### config.mk
export PLATFORM = sky130hd
export DESIGN_NAME = regfile_arbiter
export DESIGN_NICKNAME = d
export VERILOG_FILES = /design/src/rtl/regfile_arb_pkg.sv /design/src/rtl/regfile_arbiter_rr_arb2.sv /design/src/rtl/regfile_arbiter.sv
export SDC_FILE = /design/constraint.sdc
export NUM_CORES = 1
export LEC_CHECK = 0
export CAP_MARGIN = 5
export CELL_PAD_IN_SITES_DETAIL_PLACEMENT = 1
export CELL_PAD_IN_SITES_GLOBAL_PLACEMENT = 2
export CORE_ASPECT_RATIO = 0.75
export CORE_UTILIZATION = 22
export DETAILED_ROUTE_END_ITERATION = 8
export GPL_ROUTABILITY_DRIVEN = 0
export PLACE_DENSITY_LB_ADDON = 0.08
export SLEW_MARGIN = 20
export SYNTH_ARGS = -nofsm -noshare
export SYNTH_HDL_FRONTEND = slang
export SYNTH_HIERARCHICAL = 1
export SYNTH_SLANG_ARGS = --single-unit
### constraint.sdc
create_clock -name clk -period 3.33 [get_ports clk]
set_clock_uncertainty 0.15 [all_clocks]
set_input_delay 0.4995 -clock clk [delete_from_list [all_inputs] [get_ports clk]]
set_output_delay 0.4995 -clock clk [all_outputs]
set_load 0.1 [all_outputs]
### src/rtl/regfile_arb_pkg.sv
// regfile_arb_pkg: shared widths, requester ids and lock states for regfile_arbiter
//   DEF_DW / DEF_AW : default data / address widths of the 8x16 regfile
//   req_id_e        : requester identifiers (CPU control FSM, debug/loader)
//   lock_state_e    : ownership-lock FSM states (used with REGFILE_ARB_LOCK_EN)
package regfile_arb_pkg;
    localparam int DEF_DW = 16;
    localparam int DEF_AW = 3;
    typedef enum logic {
        REQ_CPU = 1'b0,
        REQ_DBG = 1'b1
    } req_id_e;
    typedef enum logic [1:0] {
        UNLOCKED = 2'd0,
        LOCK0    = 2'd1,
        LOCK1    = 2'd2
    } lock_state_e;
endpackage

### src/rtl/regfile_arbiter_rr_arb2.sv
// rr_arb2: two-way round-robin pick, one-hot grant
//   req_i  : requests from requester 0 (bit 0) and 1 (bit 1)
//   last_i : id granted most recently; the other id wins a tie
//   mask_i : requests blocked by the lock FSM
//   gnt_o  : one-hot (or zero) grant
module rr_arb2
    import regfile_arb_pkg::*;
(
    input  logic    [1:0] req_i,
    input  req_id_e       last_i,
    input  logic    [1:0] mask_i,
    output logic    [1:0] gnt_o
);
    logic [1:0] r;
    always_comb begin
        r        = req_i & ~mask_i;
        gnt_o[0] = r[0] & (~r[1] | (last_i == REQ_DBG));
        gnt_o[1] = r[1] & (~r[0] | (last_i == REQ_CPU));
    end
endmodule

### src/rtl/regfile_arbiter.sv
// regfile_arbiter: round-robin sharing of the regfile read/write ports by two requesters
//   clk, reset              : clock, synchronous active-high reset
//   req*/we*/addr*/wdata*   : requester transactions, held until granted
//   gnt*                    : combinational grant
//   rvalid*/rdata*          : registered read data, rvalid pulses the cycle after gnt
//   lock*                   : ownership hold, only when REGFILE_ARB_LOCK_EN is defined
//   rf_*                    : control/data connections to the regfile instance
module regfile_arbiter
    import regfile_arb_pkg::*;
#(
    parameter int DW = DEF_DW,
    parameter int AW = DEF_AW
) (
    input  logic          clk,
    input  logic          reset,
`ifdef REGFILE_ARB_LOCK_EN
    input  logic          lock0,
    input  logic          lock1,
`endif
    input  logic          req0,
    input  logic          req1,
    input  logic          we0,
    input  logic          we1,
    input  logic [AW-1:0] addr0,
    input  logic [AW-1:0] addr1,
    input  logic [DW-1:0] wdata0,
    input  logic [DW-1:0] wdata1,
    output logic          gnt0,
    output logic          gnt1,
    output logic          rvalid0,
    output logic          rvalid1,
    output logic [DW-1:0] rdata0,
    output logic [DW-1:0] rdata1,
    output logic          rf_write,
    output logic [AW-1:0] rf_writenum,
    output logic [AW-1:0] rf_readnum,
    output logic [DW-1:0] rf_data_in,
    input  logic [DW-1:0] rf_data_out
);
    req_id_e       last_q, last_d;
    logic [1:0]    arb_gnt, gnt, mask, rd, rvalid_q;
    logic [DW-1:0] rdata0_q, rdata1_q, wdata;
    logic [AW-1:0] addr;
    logic          we, any;

    rr_arb2 u_rr (
        .req_i  ({req1, req0}),
        .last_i (last_q),
        .mask_i (mask),
        .gnt_o  (arb_gnt)
    );

    always_comb begin
        gnt         = reset ? 2'b00 : arb_gnt;
        any         = |gnt;
        we          = gnt[1] ? we1 : we0;
        addr        = gnt[1] ? addr1 : addr0;
        wdata       = gnt[1] ? wdata1 : wdata0;
        rf_write    = any & we;
        rf_writenum = rf_write ? addr : '0;
        rf_data_in  = rf_write ? wdata : '0;
        rf_readnum  = (any & ~we) ? addr : '0;
        rd          = gnt & ~{we1, we0};
        last_d      = gnt[1] ? REQ_DBG : gnt[0] ? REQ_CPU : last_q;
    end

`ifdef REGFILE_ARB_LOCK_EN
    lock_state_e lock_q, lock_d;
    // A held lock only releases on its own lock bit, regardless of grants.
    always_comb begin
        mask   = (lock_q == LOCK0) ? 2'b10 : (lock_q == LOCK1) ? 2'b01 : 2'b00;
        lock_d = (lock_q == LOCK0) ? (lock0 ? LOCK0 : UNLOCKED) :
                 (lock_q == LOCK1) ? (lock1 ? LOCK1 : UNLOCKED) :
                 (gnt[0] & lock0)  ? LOCK0 :
                 (gnt[1] & lock1)  ? LOCK1 : UNLOCKED;
    end
    always_ff @(posedge clk) lock_q <= reset ? UNLOCKED : lock_d;
`else
    assign mask = 2'b00;
`endif

    always_ff @(posedge clk) begin
        if (reset) begin
            last_q   <= REQ_DBG;
            rvalid_q <= 2'b00;
            rdata0_q <= '0;
            rdata1_q <= '0;
        end else begin
            last_q   <= last_d;
            rvalid_q <= rd;
            if (rd[0]) rdata0_q <= rf_data_out;
            if (rd[1]) rdata1_q <= rf_data_out;
        end
    end

    assign gnt0    = gnt[0];
    assign gnt1    = gnt[1];
    assign rvalid0 = rvalid_q[0];
    assign rvalid1 = rvalid_q[1];
    assign rdata0  = rdata0_q;
    assign rdata1  = rdata1_q;
endmodule
==> results of run 1 <==
final timing paths:
check	start	end	slack, ns
max	req0	rf_readnum[0]	0.15
min	last_q	last_q	0.39
max reg2reg	last_q	rdata1[2]	1.32
min reg2reg	last_q	last_q	0.39
flip-flops by register name, indices dropped and copies added, names as in the netlist:
register  count
last_q        1
rdata0       16
rdata1       16
rvalid_q      2
power groups by stage:
stage                     combinational [µW]  sequential [µW]  clock (µW)
after global placement                   413              450           0
after global routing                     430              442         424
after detailed placement                 415              450           0
final                                    412              440         387
after CTS                                416              441         405
after floorplan                          154              550           0
layout make-up:
class / count / area, µm²
clock buffer: 5 / 68.82
clock inverter: 3 / 43.79
fill: 871 / 4444
inverter: 1 / 3.754
multi-input combinational: 124 / 1144
sequential: 35 / 700.7
tap: 105 / 131.4
timing repair buffer: 125 / 1451
placed cells by master, fill, tap and decap left out, types with 2 or more instances in the layout:
cell	netlist	layout
nand2b_1	2	2
nand2_1	2	2
a211oi_1	6	3
nor3b_4	2	2
mux2_2	23	23
dfxtp_1	35	35
mux2i_1	19	19
a211oi_2	0	3
mux2_4	9	9
nand3b_1	2	2
a21oi_2	0	16
buf_12	0	26
clkdlybuf4s50_1	0	76
clkbuf_8	0	5
nor2b_1	34	34
conb_1	1	2
buf_4	1	22
metal layers:
metal,routed length [µm],global-route usage,up-vias
li1,-,-,835
met1,2817,0.1861,806
met4,58,0.04658,0
met5,0,0,-
met2,3000,0.2282,60
met3,370,0.04815,5
kinds of logic (layout without fill, tap and decap cells):
logic type / count (synthesis) / in the layout / share of synthesized area
AND/OR/NAND/NOR: 46 / 46 / 0.1757
AO/OA/AOI/OAI: 25 / 25 / 0.07765
flip-flops: 35 / 35 / 0.3815
multiplexers: 51 / 51 / 0.3181
other: 1 / 2 / 0.002042
buffers and inverters: 14 / 134 / 0.04495
critical path, cell delays in order:
cell and delay (ns):
clkdlybuf4s50_1 0.46, nor2b_4 0.17, o21a_1 0.24, or3b_2 0.51, a211oi_1 0.42, buf_12 0.23
metrics by stage:
stage	util	area, µm²	setup slack, ns	setup TNS (ns)	power, µW
after global routing	0.4436	3543	0.07259	0	1295
after global placement	0.4295	3431	0.1675	0	862.8
after CTS	0.4436	3543	0.1403	0	1262
after floorplan	-	1916	-0.9306	-2.792	704.1
after detailed placement	0.4295	3431	0.1572	0	865.5
final	0.4436	3543	0.1466	0	1240
==> out/results.txt, run 1 <==
FMAX - 314.1 MHz
Logic pwr share - 0.333
Final-stage net count - 352
CTS sink cnt - 35
Run status - finished clean
Ys Warns - 6
P per Cell Area - 350.0 mW/mm²
Maxcap violations - 0
Initial DRC count - 10
Required time of the worst setup path - 2.68 ns
Most numerous cell in the Yosys netlist - dfxtp_1
CP Capture Type - output pin
Worst-case vdd ir drop - 205.3 µV
Number of synthesized register bits - 35
Synth-to-Final Area Change - 92.92%
Async SR Flop Fraction - 0
Die ar. - 0.008722 mm²
Leak Pwr - 0.001379 µW
Least-Margin Pin Slew - 0.9682 ns
# diodes - 0
Type of the most critical hold path - reg -> reg
Final ANT Viol Nets - 0
Endpoints failing hold - 0
DRT Pass-1 Iters - 2
Area of the core - 0.007988 mm²
Post-layout minimum cycle time - 3.183 ns
Clock transition at path regs - 0.07 ns
CTS max path bufs - 2
I/O Buffers - 118
Clock power frac - 0.312
# IOs - 119
# resized after CTS - 0
Initial antenna violation count - 0
Pin count of the biggest net entering global routing - 30
Gr ovfl total - 0
Initial core utilization - 0.2299
R2R depth - 5
Unrepaired setup endpoints after global routing - false
DRC viols - 0
Top cells by area, synth - dfxtp_1, mux2_2, nor2b_1
Worst rel slew slack - 0.3525
Final setup viols - 0
First-pass GRT wire length - 9480 µm
Die X - 107.5 µm
Syn Area/Cell - 10.68 µm²
Vias in the first global route - 1818
Internal Power - 817.0 µW
Fin. max-slew vios - 0
Clock insertion delay at the later pin of the skew report - 0.29 ns
Hold path cells - 2
H-Tree Depth - 2
Setup Fix Bufs, Post-CTS - 0
Root buf cell - clkbuf_8
Synth unique cells - 25
Cell accounting for the most synthesized area - dfxtp_1
Vias per std cell - 4.286
Arrival time worst endpoint - 2.53 ns
Sequential power share - 0.355
Net Sw Power - 423.3 µW
Synth Instances - 172
CTS buffer count - 5
CP max FO - 6
Critical path type - in -> out
Tcrit/Tclk final - 0.9560
Placed cell count - 390
Die Y - 81.13 µm
CTS tree - built
Layout Cells excl Fill - 398
Switching fraction of total power - 0.3413
Top cells by count, synth - dfxtp_1, nor2b_1, mux2_2, mux2i_1, a21oi_1
Routed WL - 6246 µm
Post-DP HPWL - 4761 µm
Routed wire per std cell - 15.69 µm
Share of layout cells above drive strength 1 - 0.3857
Synth top area share - 0.3815
Mapped Area - 0.001837 mm²
CTS hold repair buffers - 0
Post-synth EDFFs - 0
Critical path startpoint category - input pin
Vias - 1706
Post-synthesis sequential area ratio - 0.3815
Core Rows - 28
Fin Hold WS - 0.3869 ns
GRT Total Usage - 0.1447
Synth Flop Type - dfxtp_1
Power figures use the tool's default switching activity.
==> run 2, diff against run 1 <==
Settings changed: GPL_TIMING_DRIVEN from default to 0.
==> run 2 against run 1 <==
  * Critical path depth is 1 lower
  * First-iteration DRC count grew to 3.2 times the previous value
  * Sequential power about the same
  * Critical path type unchanged
  * Largest cell class unchanged
==> out/results.txt, run 2 (synthesis gave the netlist of run 1 again) <==
Worst r2r dst - rdata1[14]
Hold EP - last_q
Critical path type - in -> out
Worst rel slew slack - 0.3231
Share of layout cells above drive strength 1 - 0.3211
# diodes - 0
P per Cell Area - 350.3 mW/mm²
GRT Total Usage - 0.1435
Vias in the first global route - 1771
Pin count of the biggest net entering global routing - 12
# IOs - 119
CTS sink cnt - 35
Total Neg Setup Slack - 0 ns
Routed WL - 6141 µm
Leak Pwr - 0.001253 µW
Core Rows - 28
Vias - 1684
Required time of the worst setup path - 2.68 ns
FMAX - 305.9 MHz
CP max FO - 6
Initial antenna violation count - 0
Area after detailed placement - 0.003218 mm²
Routed wire per std cell - 15.20 µm
Area of the core - 0.007988 mm²
H-Tree Depth - 2
Hold path cells - 2
Area of the multi-input gates - 0.001132 mm²
I/O Buffers - 117
CP Capture Type - output pin
CTS max path bufs - 2
Clock transition at path regs - 0.07 ns
Final-stage net count - 358
Die X - 107.5 µm
Endpoints failing hold - 0
First-pass GRT wire length - 9480 µm
Arrival time worst endpoint - 2.62 ns
Final ANT Viol Nets - 0
Fill cells - 929
Tcrit/Tclk final - 0.9816
Maxcap violations - 0
Flop-to-flop setup slack - 1.36 ns
Unrepaired setup endpoints after global routing - false
Post-layout minimum cycle time - 3.269 ns
Die ar. - 0.008722 mm²
Initial DRC count - 32
Synth-to-Final Area Change - 78.47%
CTS tree - built
Worst-case vdd ir drop - 202.0 µV
Most common cell after layout, fill and taps aside - clkdlybuf4s50_1
Most frequent cells in the layout - clkdlybuf4s50_1, dfxtp_1, nor2b_1, mux2_2, mux2i_1
Clock insertion delay at the later pin of the skew report - 0.27 ns
R2R depth - 5
Vias per std cell - 4.168
DRT Pass-1 Iters - 4
Die Y - 81.13 µm
DRC viols - 0
Final setup viols - 0
Least-Margin Pin Slew - 1.012 ns
Type of the most critical hold path - reg -> reg
Register area - 700.7 µm²
Run status - finished clean
Initial core utilization - 0.2299
Critical path startpoint category - input pin
Fin. max-slew vios - 0
Gr ovfl total - 0
Final Instance Area - 0.003278 mm²
Root buf cell - clkbuf_8
CTS buffer count - 5
Reg2reg start - last_q
Hold path start - last_q
Post-DP HPWL - 4869 µm
==> run 2: cell types whose count changed in the layout (fill, tap and decap cells not counted), sizes merged <==
cell,previous run,this run
bufinv,1,0
buf,49,14
clkbuf,5,23
clkinv,2,1
clkdlybuf4s50,76,93
clkdlybuf4s15,0,8
==> run 2: metrics by stage <==
step	instances	utilization	hold slack, ns	setup WS (ns)	power [µW]
global placement	395	0.4029	0.3233	-0.9751	839.0
finish	404	0.4104	0.3391	0.06121	1148
global route	404	0.4104	0.3996	0.001596	1206
CTS	404	0.4095	0.3419	0.0006448	1164
detailed placement	395	0.4029	0.3313	-0.9866	842.0
floorplan	173	-	0.3077	-0.9306	704.1
==> run 2: how the worst max path moves through the flow <==
| stage | start | end | cells past startpoint |
|---|---|---|---|
| 2_1_floorplan | req0 | rf_readnum[0] | 5 |
| 3_3_place_gp | req0 | rf_data_in[10] | 8 |
| 3_5_place_dp | req0 | rf_data_in[12] | 8 |
| 4_1_cts | req0 | rf_writenum[0] | 8 |
| 5_1_grt | req0 | rf_readnum[0] | 7 |
| 6_report | req0 | gnt0 | 5 |
==> run 2: layout make-up <==
cell class,count,area share
tap,105,0.04008
sequential,35,0.2137
timing repair buffer,118,0.3458
clock buffer,7,0.02634
buffer,13,0.02481
clock inverter,1,0.002672
inverter,1,0.001145
multi-input combinational,124,0.3454
==> run 2: timing repair <==
action	CTS	global route
buffers inserted	1	0
gates resized for setup	104	15
hold buffers	0	0
endpoints found under the setup margin	24	13
==> run 2: critical path: stages <==
cell and delay, ns:
clkdlybuf4s50_1 0.45, nor2b_4 0.14, o21a_1 0.22, nor2b_1 0.16, clkdlybuf4s50_1 1.15
==> run 2: power breakdown <==
group	internal [µW]	switching (µW)	total (µW)
combinational	138	246	385
sequential	433	6.83	440
clock	170	154	324
total	741	407	1150
==> run 2: routing by layer <==
layer | up-vias | routed length (µm) | track usage
li1 | 844 | - | -
met2 | 50 | 2876 | 0.2256
met5 | - | 0 | 0
met3 | 2 | 307 | 0.04093
met4 | 0 | 34 | 0.03562
met1 | 788 | 2923 | 0.1930
==> run 3, diff against run 2 <==
Settings changed: ABC_CLOCK_PERIOD_IN_PS from default to 3330, CTS_BUF_LIST from default to sky130_fd_sc_hd__clkbuf_4 sky130_fd_sc_hd__clkbuf_8.
==> run 3 against run 2 <==
  * Clock power increased by 2%
  * Critical path depth did not move
  * Worst setup slack hardly changed
  * Count of clock-buffer cells in the layout stayed put
  * Global-route usage is the same
  * Sequential share of layout area hardly changed
  * Register-to-register slack is essentially flat
  * Worst hold slack hardly changed
==> out/results.txt, run 3 (synthesis gave the netlist of run 1 again) <==
Run status - finished clean
Die X - 107.5 µm
Initial DRC count - 31
Hold path start - last_q
Final-stage net count - 358
Post-layout minimum cycle time - 3.269 ns
CP Capture Type - output pin
Routed wire per std cell - 15.20 µm
CTS hold repair buffers - 0
Layout Cells excl Fill - 404
Vias per std cell - 4.171
Placed cell count - 395
Clock transition at path regs - 0.07 ns
Critical path, cell by cell - clkdlybuf4s50_1 -> nor2b_4 -> o21a_1 -> nor2b_1 -> clkdlybuf4s50_1
Clock insertion delay at the later pin of the skew report - 0.27 ns
CP max FO - 6
Vias - 1685
Final ANT Viol Nets - 0
P per Cell Area - 352.4 mW/mm²
Unrepaired setup endpoints after global routing - false
Worst-case vdd ir drop - 202.1 µV
Least-Margin Pin Slew - 1.012 ns
Die Y - 81.13 µm
Worst path top cell family by delay - buffers and inverters
Initial antenna violation count - 0
Synth-to-Final Area Change - 78.68%
Most common cell after layout, fill and taps aside - clkdlybuf4s50_1
Tcrit/Tclk final - 0.9816
Final Instance Area - 0.003282 mm²
WP buf/inv - 2
Worst r2r dst - rdata1[14]
CTS buffer count - 5
CTS tree - built
Routed WL - 6142 µm
Slowest stage delay, CP - 1.15 ns
Pin count of the biggest net entering global routing - 12
Root buf cell - clkbuf_8
Die ar. - 0.008722 mm²
Flop-to-flop setup slack - 1.36 ns
CTS sink cnt - 35
Power Total - 1156 µW
Hold EP - last_q
Worst Setup Slack post-DPL - -0.9866 ns
H-Tree Depth - 2
Required time of the worst setup path - 2.68 ns
Core Rows - 28
Share of layout cells above drive strength 1 - 0.3244
Leak Pwr - 0.001257 µW
DRT Pass-1 Iters - 4
Fin. max-slew vios - 0
Initial core utilization - 0.2299
Gr ovfl total - 0
Critical path startpoint category - input pin
R2R depth - 5
Area of the core - 0.007988 mm²
Hold path cells - 2
Worst path slowest cell - clkdlybuf4s50_1
FMAX - 305.9 MHz
Critical path type - in -> out
GRT Total Usage - 0.1435
Crit-path most repeated cell - clkdlybuf4s50_1
Reg2reg start - last_q
Vias in the first global route - 1771
Endpoints failing hold - 0
Maxcap violations - 0
Setup ws final - 0.06121 ns
Type of the most critical hold path - reg -> reg
Most frequent cells in the layout - clkdlybuf4s50_1, dfxtp_1, nor2b_1, mux2_2, mux2i_1
Area after detailed placement - 0.003218 mm²
DRC viols - 0
First-pass GRT wire length - 9480 µm
Worst rel slew slack - 0.3231
Arrival time worst endpoint - 2.62 ns
Post-DP HPWL - 4869 µm
CTS max path bufs - 2
I/O Buffers - 117
# IOs - 119
Final setup viols - 0
Core Util, Final - 0.4109
# diodes - 0
-- run 3: metrics by stage --
stage | setup TNS (ns) | hold slack [ns]
detailed placement | -17.18 | 0.3313
floorplan | -2.792 | 0.3077
global route | 0 | 0.3996
finish | 0 | 0.3391
global placement | -17.45 | 0.3233
CTS | 0 | 0.3419
-- run 3: metal layers --
metal | track usage | up-vias | part of all wire
met1 | 0.1930 | 789 | 0.48
met4 | 0.03562 | 0 | 0.0055
met2 | 0.2256 | 50 | 0.47
li1 | - | 844 | -
met5 | 0 | - | 0
met3 | 0.04093 | 2 | 0.050
-- run 3: area by class of cell --
class | count | area, µm²
buffer | 13 | 81.33
timing repair buffer | 118 | 1134
sequential | 35 | 700.7
inverter | 1 | 3.754
tap | 105 | 131.4
clock buffer | 7 | 90.09
multi-input combinational | 124 | 1132
fill | 928 | 4706
clock inverter | 1 | 8.758
-- run 3: worst register-to-register path, delay by kind of cell, from the launching register on --
family / cells / cell delay (ns)
AND/OR/NAND/NOR: 1 / 0.50
multiplexers: 1 / 0.32
flip-flops: 1 / 0.32
AO/OA/AOI/OAI: 1 / 0.12
buffers and inverters: 2 / 0.44
-- run 3: how the worst max path moves through the flow --
stage               startpoint  cells after the start        endpoint
finish                    req0                      5            gnt0
detailed placement        req0                      8  rf_data_in[12]
global placement          req0                      8  rf_data_in[10]
global route              req0                      7   rf_readnum[0]
CTS                       req0                      8  rf_writenum[0]
floorplan                 req0                      5   rf_readnum[0]
-- run 3: power by group --
part | switching, µW | internal [µW]
registers | 6.83 | 433
clock network | 154 | 178
logic | 246 | 138
total | 407 | 749
-- run 3: what timing repair did --
| item | 4_1_cts | 5_1_grt |
|---|---|---|
| endpoints found under the setup margin | 24 | 13 |
| buffers inserted | 1 | 0 |
| gates resized for setup | 104 | 15 |
